<file path="config.mk">
export PLATFORM = sky130hd
export DESIGN_NAME = fft_peak_detect_flat
export DESIGN_NICKNAME = d
export VERILOG_FILES = /design/src/rtl/fft_peak_detect_if.sv /design/src/rtl/fft_peak_detect.sv /design/src/flat_wrapper.sv
export SDC_FILE = /design/constraint.sdc
export NUM_CORES = 1
export LEC_CHECK = 0
export CORE_MARGIN = 3
export CORE_UTILIZATION = 51
export CTS_CLUSTER_DIAMETER = 30
export DETAILED_ROUTE_END_ITERATION = 8
export PLACE_DENSITY = 0.74
export SETUP_SLACK_MARGIN = 0.02
export SLEW_MARGIN = 20
export SYNTH_ARGS = -nofsm -noshare
export SYNTH_HDL_FRONTEND = slang
export SYNTH_SLANG_ARGS = --single-unit
</file>
<file path="constraint.sdc">
create_clock -name clk -period 25.4 [get_ports clk]
set_input_delay 7.62 -clock clk [delete_from_list [all_inputs] [get_ports clk]]
set_output_delay 7.62 -clock clk [all_outputs]
set_load 0.05 [all_outputs]
</file>
<file path="src/rtl/fft_peak_detect_if.sv">
// Magnitude stream from fft_process into the peak detector.
// Each valid beat carries one bin and is accepted unconditionally (no ready).
interface fft_peak_detect_if #(
  parameter int LOG2N = 10
) ();
  logic [27:0]      magnitude;
  logic [LOG2N-1:0] bin_index;
  logic             magnitude_valid;

  modport master (
    output magnitude,
    output bin_index,
    output magnitude_valid
  );

  modport slave (
    input magnitude,
    input bin_index,
    input magnitude_valid
  );
endinterface

</file>
<file path="src/rtl/fft_peak_detect.sv">
// Streaming spectral peak finder: tracks the largest bin in the lower half of a
// frame with its neighbours, then reports the peak bin, magnitudes and Hz once per frame.
module fft_peak_detect #(
  parameter int          N         = 1024,
  parameter int          LOG2N     = 10,
  parameter int          MIN_BIN   = 2,
  parameter logic [27:0] THRESH    = 28'h0100000,
  parameter logic [31:0] FREQ_STEP = 32'd32000000
) (
  input  logic                 clk,
  input  logic                 rst,
  fft_peak_detect_if.slave     s_in,
  output logic [LOG2N-1:0]     o_peak_bin,
  output logic [27:0]          o_peak_mag,
  output logic [27:0]          o_left_mag,
  output logic [27:0]          o_right_mag,
  output logic [19:0]          o_peak_freq_hz,
  output logic                 o_peak_found,
  output logic                 o_result_valid,
  output logic                 o_frame_error,
  output logic                 o_busy
);

  localparam logic [LOG2N-1:0] LP_BIN_ZERO = {LOG2N{1'b0}};
  localparam logic [LOG2N-1:0] LP_BIN_ONE  = {{(LOG2N-1){1'b0}}, 1'b1};
  localparam logic [LOG2N-1:0] LP_BIN_MIN  = LOG2N'(MIN_BIN);
  localparam logic [LOG2N-1:0] LP_BIN_TOP  = LOG2N'(N / 2 - 1);
  localparam logic [LOG2N-1:0] LP_BIN_LAST = LOG2N'(N - 1);

  typedef enum logic [1:0] {
    ST_IDLE = 2'd0,
    ST_SCAN = 2'd1,
    ST_CALC = 2'd2
  } state_t;

  state_t           r_state;
  state_t           w_next;
  logic [LOG2N-1:0] r_expected;
  logic             r_have_max;
  logic [27:0]      r_max_mag;
  logic [LOG2N-1:0] r_max_bin;
  logic [27:0]      r_left;
  logic [27:0]      r_right;
  logic             r_arm;
  logic [27:0]      r_prev;
  logic [19:0]      r_freq_calc;

  logic             w_start;
  logic             w_restart;
  logic             w_take;
  logic             w_err;
  logic             w_last;
  logic             w_in_range;
  logic             w_replace;
  logic             w_frame_begin;
  logic [19:0]      w_freq;

  // State register.
  always_ff @(posedge clk or posedge rst) begin
    if (rst) begin
      r_state <= ST_IDLE;
    end else begin
      r_state <= w_next;
    end
  end

  // Next state plus beat classification: start, restart, in-sequence take, or error.
  always_comb begin
    w_next    = r_state;
    w_start   = 1'b0;
    w_restart = 1'b0;
    w_take    = 1'b0;
    w_err     = 1'b0;
    w_last    = 1'b0;
    case (r_state)
      ST_IDLE: begin
        if (s_in.magnitude_valid && (s_in.bin_index == LP_BIN_ZERO)) begin
          w_start = 1'b1;
          w_next  = ST_SCAN;
        end else begin
          w_next  = ST_IDLE;
        end
      end
      ST_SCAN: begin
        if (!s_in.magnitude_valid) begin
          w_next = ST_SCAN;
        end else if (s_in.bin_index == LP_BIN_ZERO) begin
          w_restart = 1'b1;
          w_err     = 1'b1;
          w_next    = ST_SCAN;
        end else if (s_in.bin_index != r_expected) begin
          w_err  = 1'b1;
          w_next = ST_IDLE;
        end else if (s_in.bin_index == LP_BIN_LAST) begin
          w_take = 1'b1;
          w_last = 1'b1;
          w_next = ST_CALC;
        end else begin
          w_take = 1'b1;
          w_next = ST_SCAN;
        end
      end
      ST_CALC: begin
        w_next = ST_IDLE;
      end
      default: begin
        w_next = ST_IDLE;
      end
    endcase
  end

  assign w_frame_begin = w_start | w_restart;
  assign w_in_range    = w_take && (s_in.bin_index >= LP_BIN_MIN) && (s_in.bin_index <= LP_BIN_TOP);
  assign w_replace     = w_in_range && (!r_have_max || (s_in.magnitude > r_max_mag));
  assign w_freq        = 20'((48'(r_max_bin) * 48'(FREQ_STEP)) >> 16);

  // Running max search; left comes from the one-deep history, right from the next in-range beat.
  always_ff @(posedge clk or posedge rst) begin
    if (rst) begin
      r_expected  <= LP_BIN_ZERO;
      r_have_max  <= 1'b0;
      r_max_mag   <= 28'd0;
      r_max_bin   <= LP_BIN_ZERO;
      r_left      <= 28'd0;
      r_right     <= 28'd0;
      r_arm       <= 1'b0;
      r_prev      <= 28'd0;
      r_freq_calc <= 20'd0;
    end else begin
      if (w_frame_begin) begin
        r_expected <= LP_BIN_ONE;
        r_have_max <= 1'b0;
        r_max_mag  <= 28'd0;
        r_max_bin  <= LP_BIN_ZERO;
        r_left     <= 28'd0;
        r_right    <= 28'd0;
        r_arm      <= 1'b0;
        r_prev     <= s_in.magnitude;
      end else if (w_take) begin
        r_expected <= r_expected + LP_BIN_ONE;
        r_prev     <= s_in.magnitude;
        if (w_replace) begin
          r_have_max <= 1'b1;
          r_max_mag  <= s_in.magnitude;
          r_max_bin  <= s_in.bin_index;
          r_left     <= r_prev;
          r_right    <= 28'd0;
          r_arm      <= (s_in.bin_index != LP_BIN_TOP);
        end else if (w_in_range && r_arm) begin
          r_right <= s_in.magnitude;
          r_arm   <= 1'b0;
        end
      end
      // Peak bin is final once the last beat arrives, so the multiply is registered here.
      if (w_last) begin
        r_freq_calc <= w_freq;
      end
    end
  end

  // Result outputs load together in CALC and hold until the next frame completes.
  always_ff @(posedge clk or posedge rst) begin
    if (rst) begin
      o_peak_bin     <= LP_BIN_ZERO;
      o_peak_mag     <= 28'd0;
      o_left_mag     <= 28'd0;
      o_right_mag    <= 28'd0;
      o_peak_freq_hz <= 20'd0;
      o_peak_found   <= 1'b0;
      o_result_valid <= 1'b0;
      o_frame_error  <= 1'b0;
      o_busy         <= 1'b0;
    end else begin
      o_result_valid <= (r_state == ST_CALC);
      o_frame_error  <= w_err;
      o_busy         <= (w_next != ST_IDLE);
      if (r_state == ST_CALC) begin
        o_peak_bin     <= r_max_bin;
        o_peak_mag     <= r_max_mag;
        o_left_mag     <= r_left;
        o_right_mag    <= r_right;
        o_peak_freq_hz <= r_freq_calc;
        o_peak_found   <= (r_max_mag >= THRESH);
      end
    end
  end

endmodule

</file>
<file path="src/flat_wrapper.sv">
// flat-port wrapper written by rule: the top's interface ports become plain ports
module fft_peak_detect_flat 
#(
  parameter int          N         = 1024,
  parameter int          LOG2N     = 10,
  parameter int          MIN_BIN   = 2,
  parameter logic [27:0] THRESH    = 28'h0100000,
  parameter logic [31:0] FREQ_STEP = 32'd32000000
)
  (clk, rst, o_peak_bin, o_peak_mag, o_left_mag, o_right_mag, o_peak_freq_hz, o_peak_found, o_result_valid, o_frame_error, o_busy, s_in_magnitude, s_in_bin_index, s_in_magnitude_valid);
  fft_peak_detect_if #(.LOG2N(LOG2N)) s_in_i ();
  input  logic clk;
  input  logic rst;
  output logic [LOG2N-1:0] o_peak_bin;
  output logic [27:0] o_peak_mag;
  output logic [27:0] o_left_mag;
  output logic [27:0] o_right_mag;
  output logic [19:0] o_peak_freq_hz;
  output logic o_peak_found;
  output logic o_result_valid;
  output logic o_frame_error;
  output logic o_busy;
  input wire logic [$bits(s_in_i.magnitude)-1:0] s_in_magnitude;
  input wire logic [$bits(s_in_i.bin_index)-1:0] s_in_bin_index;
  input wire logic [$bits(s_in_i.magnitude_valid)-1:0] s_in_magnitude_valid;
  assign s_in_i.magnitude = s_in_magnitude;
  assign s_in_i.bin_index = s_in_bin_index;
  assign s_in_i.magnitude_valid = s_in_magnitude_valid;
  fft_peak_detect #(.N(N), .LOG2N(LOG2N), .MIN_BIN(MIN_BIN), .THRESH(THRESH), .FREQ_STEP(FREQ_STEP)) u_core (.clk(clk), .rst(rst), .s_in(s_in_i), .o_peak_bin(o_peak_bin), .o_peak_mag(o_peak_mag), .o_left_mag(o_left_mag), .o_right_mag(o_right_mag), .o_peak_freq_hz(o_peak_freq_hz), .o_peak_found(o_peak_found), .o_result_valid(o_result_valid), .o_frame_error(o_frame_error), .o_busy(o_busy));
endmodule
</file>
* Word-level counts from Yosys, hierarchy flattened
Index checks and enable logic that the tools add are counted.
** Storage, ports and cells
- Bits in registers :: 272
- Output and inout port bits :: 118
- Logic and storage cells :: 94
** Cells by class
- Add/sub/neg operators :: 1
- $lt $le $gt $ge :: 4
- Bitwise operators :: 1
- Reductions and logical operators :: 15
- Muxes and demuxes :: 48
- Multiply operators :: 1
- Equality and inequality tests :: 5
** Operator list (count)
- $mux 28 :: 12
- $mux 10 :: 5
- $ge 28x21->1 const B :: 1
- $gt 28x28->1 :: 1
- $mux 1 :: 26
- $mul 10x14->24 const B :: 1
- $add 10x1->10 const B :: 1
- $eq 10x10->1 const B :: 1
- $ge 10x2->1 const B :: 1
- $le 10x9->1 const B :: 1
- $logic_not 10->1 :: 1
- $ne 10x10->1 :: 1
- $ne 10x9->1 const B :: 1
- $mux 2 :: 4
- $reduce_bool 2->1 :: 3
- $logic_and 1x1->1 :: 5
- $pmux 2 s2 :: 1
- $reduce_and 2->1 :: 2
- $reduce_bool 3->1 :: 1
- $eq 2x1->1 const B :: 1
- $eq 2x2->1 const B :: 1
- $logic_not 2->1 :: 1
- $logic_not 1->1 :: 1
- $logic_or 1x1->1 :: 1
- $or 1x1->1 :: 1

* Longest topological paths before layout
- Depth in word-level cells :: 12
- Gate-level depth with buffers :: 17
- Mapped depth without buffers :: 17

* Least setup slack after synthesis
Ideal clock, no wire load.
- Kind :: input -> register
- Start :: in s_in_magnitude[25]
- End :: reg u_core.r_max_mag[1]
- Slack :: 15.604 ns
- Cell stages on the path :: 10
- Data arrival time :: 9.669 ns
- Cells stage by stage :: ha_1 a21o_1 a21oi_1 nor2b_1 a2111oi_0 and4_1 nand3b_1 buf_4 buf_6 mux2_1
** Between the ends
- Word-level cells in the longest chain between the ends :: 5
** RTL lines
- start: declaration :: RTL line flat_wrapper.sv:23 : input wire logic [$bits(s_in_i.magnitude)-1:0] s_in_magnitude;
- $gt 28x28->1 :: RTL line fft_peak_detect.sv:114 : assign w_replace = w_in_range && (!r_have_max || (s_in.magnitude > r_max_mag));
- $logic_or 1x1->1 :: RTL line fft_peak_detect.sv:114
- $logic_and 1x1->1 :: RTL line fft_peak_detect.sv:114
- $reduce_bool 2->1 (no source line)
- $reduce_and 2->1 (no source line)
- end signal: assignment :: RTL line fft_peak_detect.sv:144 : r_max_mag <= s_in.magnitude;
- end: declaration :: RTL line fft_peak_detect.sv:40 : logic [27:0] r_max_mag;
No other way between the ends.
A chain may end at the register's enable or synchronous reset.

* Final worst setup path
- Start :: in s_in_magnitude[10]
- End :: reg u_core.r_max_mag[27]
The elaborated chain is that of the path after synthesis.

==> results.md <==
- Outcome: completed
- Rows: 59
- Drt pass-1 iters: 5
- Die X: 170 um
- Reg-to-Reg End: u_core.r_freq_calc[18]$_DFFE_PP0P_
- Synthesized flop and latch total: 272
- Worst slew pin tran: 1.08 ns
- Fmax: 89.3 MHz
- Reg-to-reg setup timing slack: 20.40 ns
- Remaining antenna violation count: 0
- Leak pwr: 9.20 nW
- Antenna violations before repair: 0
- Initial DRC Count: 566
- Synth Net Count: 1524
- DR vias: 9995
- Post-synth EDFFs: 0
- Final period util: 44.1%
- Async S/R FF share, synth: 100%
- Cells after synthesis: 1357
- Hold Startpoint: u_core.r_freq_calc[9]$_DFFE_PP0P_
- Final worst path period need: 11.20 ns
- XOR/XNOR Fraction of Synth Area: 2.62%
- CTS Buf Count: 52
- Final TNS setup: 0 ns
- RSZ-0062 raised after global routing: no
- Avg Cell Area, Syn: 10.1 um^2
- Worst Path Max Fanout: 49
- Final Util: 66.4%
- Vias in the first global route: 10348
- First-pass GRT wire length: 53400 um
- Worst Hold Class: flop to flop
- Peak supply drop: 0.0590 mV
- Maxcap violations: 0
- NumNets Final: 1688
- Initial core utilization: 52.2%
- Relative slew margins: 27.6%
- Largest net degree at the start of global routing: 159
- Post-DP HPWL: 21700 um
- Share of cells above drive strength 1: 10.7%
- Clock sinks: 272
- Final Wtd Congestion: 0.842
- R2r startpoint: u_core.r_max_bin[3]$_DFFE_PP0P_
- # H-tree levels: 2
- Max clock buf depth: 3
- Cts repair resizes: 0
- Cell count of the worst hold path: 2
- Port Buffers: 157
- Final Hold Viols: 0
- Multiplexer area fraction after synthesis: 9.84%
- Max Slew Vio Count: 0
- DRC violations left: 0
- Layout area overhead: 27.2%
- Most common cell after layout, fill and taps aside: nand2_1
- Setup Buffers After CTS: 0
- Worst setup EP type: flop
- Cell Area, Synth: 13700 um^2
- Compound-gate portion of the synthesized area: 4.83%
- Setup Skew: 0.0164 ns
- Critical Path Start Type: primary input
- Worst EP required: 25.82 ns
- Worst R2R Path Depth: 15
- Final setup violation count: 0
- Post-synthesis sequential area ratio: 49.6%
- CORE AREA: 26300 um^2
- CTS tree: yes
- Post-Synth Simple-Gate Area: 15.3%
- WL/cell: 17.2 um
- Most common flop cell mapped by yosys: dfrtp_1
- I/O pin count: 159
- Drt total wl: 32700 um
- DIE AREA: 28900 um^2
- Largest family of logic cells by synthesized area: simple AND/OR/NAND/NOR gates
- Tot GR Track Use: 22.8%
- Synth warn: 0
- Clock Latency Late Sink: 0.55 ns
- Die height: 170 um
- Vias per cell: 5.26
- PD cells: 70.0 nW/um^2
- CTS Root Cell: clkbuf_16
- Hold bufs inserted after CTS: 0
- Critical path type: primary input to flop
- Worst Hold End: u_core.o_peak_freq_hz[9]$_DFFE_PP0P_
- Total grt overflow: 0
- Post-synth cell types: 51
- CTS clock-pin slew for the worst setup and hold paths: 0.05 ns
- Most frequent cells in the layout: nand2_1, dfrtp_1, clkdlybuf4s50_1, inv_1, ha_1
- Adder-Cell Fraction of Synth Area: 12.8%
- Critical path arrival: 11.62 ns
cells in the mapped netlist (23+ instances only):
library cell | count | area (um^2)
dfrtp_1 | 272 | 6810
nor3_1 | 34 | 170
ha_1 | 102 | 1280
o21ai_0 | 60 | 300
a21oi_1 | 23 | 115
fa_1 | 24 | 480
mux2_2 | 57 | 642
clkbuf_1 | 36 | 135
nor2_1 | 57 | 214
mux2i_1 | 63 | 631
xor2_1 | 29 | 254
nand2_1 | 347 | 1300
inv_1 | 121 | 454
state kept, by name (all words and copies together), names as in the netlist:
signal	cells
u_core.o_busy	1
u_core.r_arm	1
u_core.r_max_bin	10
u_core.r_right	28
u_core.r_state	2
u_core.o_peak_freq_hz	19
u_core.o_right_mag	28
u_core.o_peak_found	1
u_core.r_freq_calc	19
u_core.r_expected	10
u_core.r_left	28
u_core.o_left_mag	28
u_core.r_max_mag	28
u_core.r_prev	28
u_core.r_have_max	1
u_core.o_result_valid	1
u_core.o_peak_bin	10
u_core.o_frame_error	1
u_core.o_peak_mag	28
layer usage:
layer / vias to the layer above / GRT usage, % / part of all wire, %
met1: 4892 / 31.5 / 45
met2: 272 / 37.2 / 48
li1: 4781 / - / -
met3: 50 / 3.97 / 5.0
met5: - / 0 / 0
met4: 0 / 6.70 / 2.0
area by class of cell:
type / count / area [um^2]
clock inverter: 31 / 453
tap: 335 / 419
inverter: 121 / 467
multi-input combinational: 909 / 6250
clock buffer: 66 / 1420
antenna: 1 / 2.50
fill: 2072 / 8820
timing repair buffer: 165 / 1630
sequential: 272 / 6810
worst max path at each step:
stage / from / to / slack (ns)
after floorplan: rst / u_core.o_busy$_DFF_PP0_ / 10.28
after global placement: s_in_magnitude[10] / u_core.r_max_bin[8]$_DFFE_PP0P_ / 13.75
after detailed placement: s_in_magnitude[10] / u_core.r_max_mag[27]$_DFFE_PP0P_ / 13.72
after CTS: s_in_magnitude[10] / u_core.r_max_mag[27]$_DFFE_PP0P_ / 14.22
after global routing: s_in_magnitude[25] / u_core.r_max_mag[25]$_DFFE_PP0P_ / 14.00
final: s_in_magnitude[10] / u_core.r_max_mag[27]$_DFFE_PP0P_ / 14.20
kinds of logic (layout without fill, tap and decap cells):
family / count (synthesis) / count (layout)
flip-flops: 272 / 272
other: 1 / 2
buffers and inverters: 176 / 383
adder cells (fa/ha/maj): 126 / 126
multiplexers: 127 / 127
AO/OA/AOI/OAI: 115 / 115
AND/OR/NAND/NOR: 499 / 499
XOR/XNOR: 41 / 41
metrics by stage:
stage          worst slack (ns)  instance area (um^2)  hold WS [ns]  std cells  power, mW
6_report                  14.20                 17500         0.461       1900       1.22
5_1_grt                   14.00                 17500         0.484       1899       1.26
4_1_cts                   14.22                 17400         0.462       1899       1.23
3_5_place_dp              13.72                 15600         0.449       1802      0.506
3_3_place_gp              13.75                 15600         0.449       1802      0.504
2_1_floorplan             10.28                 13700         0.435       1357      0.484
critical path: stages:
cell	delay (ns)
clkdlybuf4s50_1	0.54
ha_1	0.37
and4_1	0.21
nand3_1	0.12
nor3_1	0.31
nand3_1	0.16
and4b_1	0.29
nand3b_1	0.76
buf_4	0.76
mux2_2	0.42
power breakdown:
part / switching, mW / internal [mW] / total, mW
clock network: 0.227 / 0.497 / 0.724
logic: 0.0367 / 0.0241 / 0.0608
registers: 0.00151 / 0.437 / 0.438
total: 0.265 / 0.957 / 1.22
Note: power is estimated with default switching activity, not from simulation.
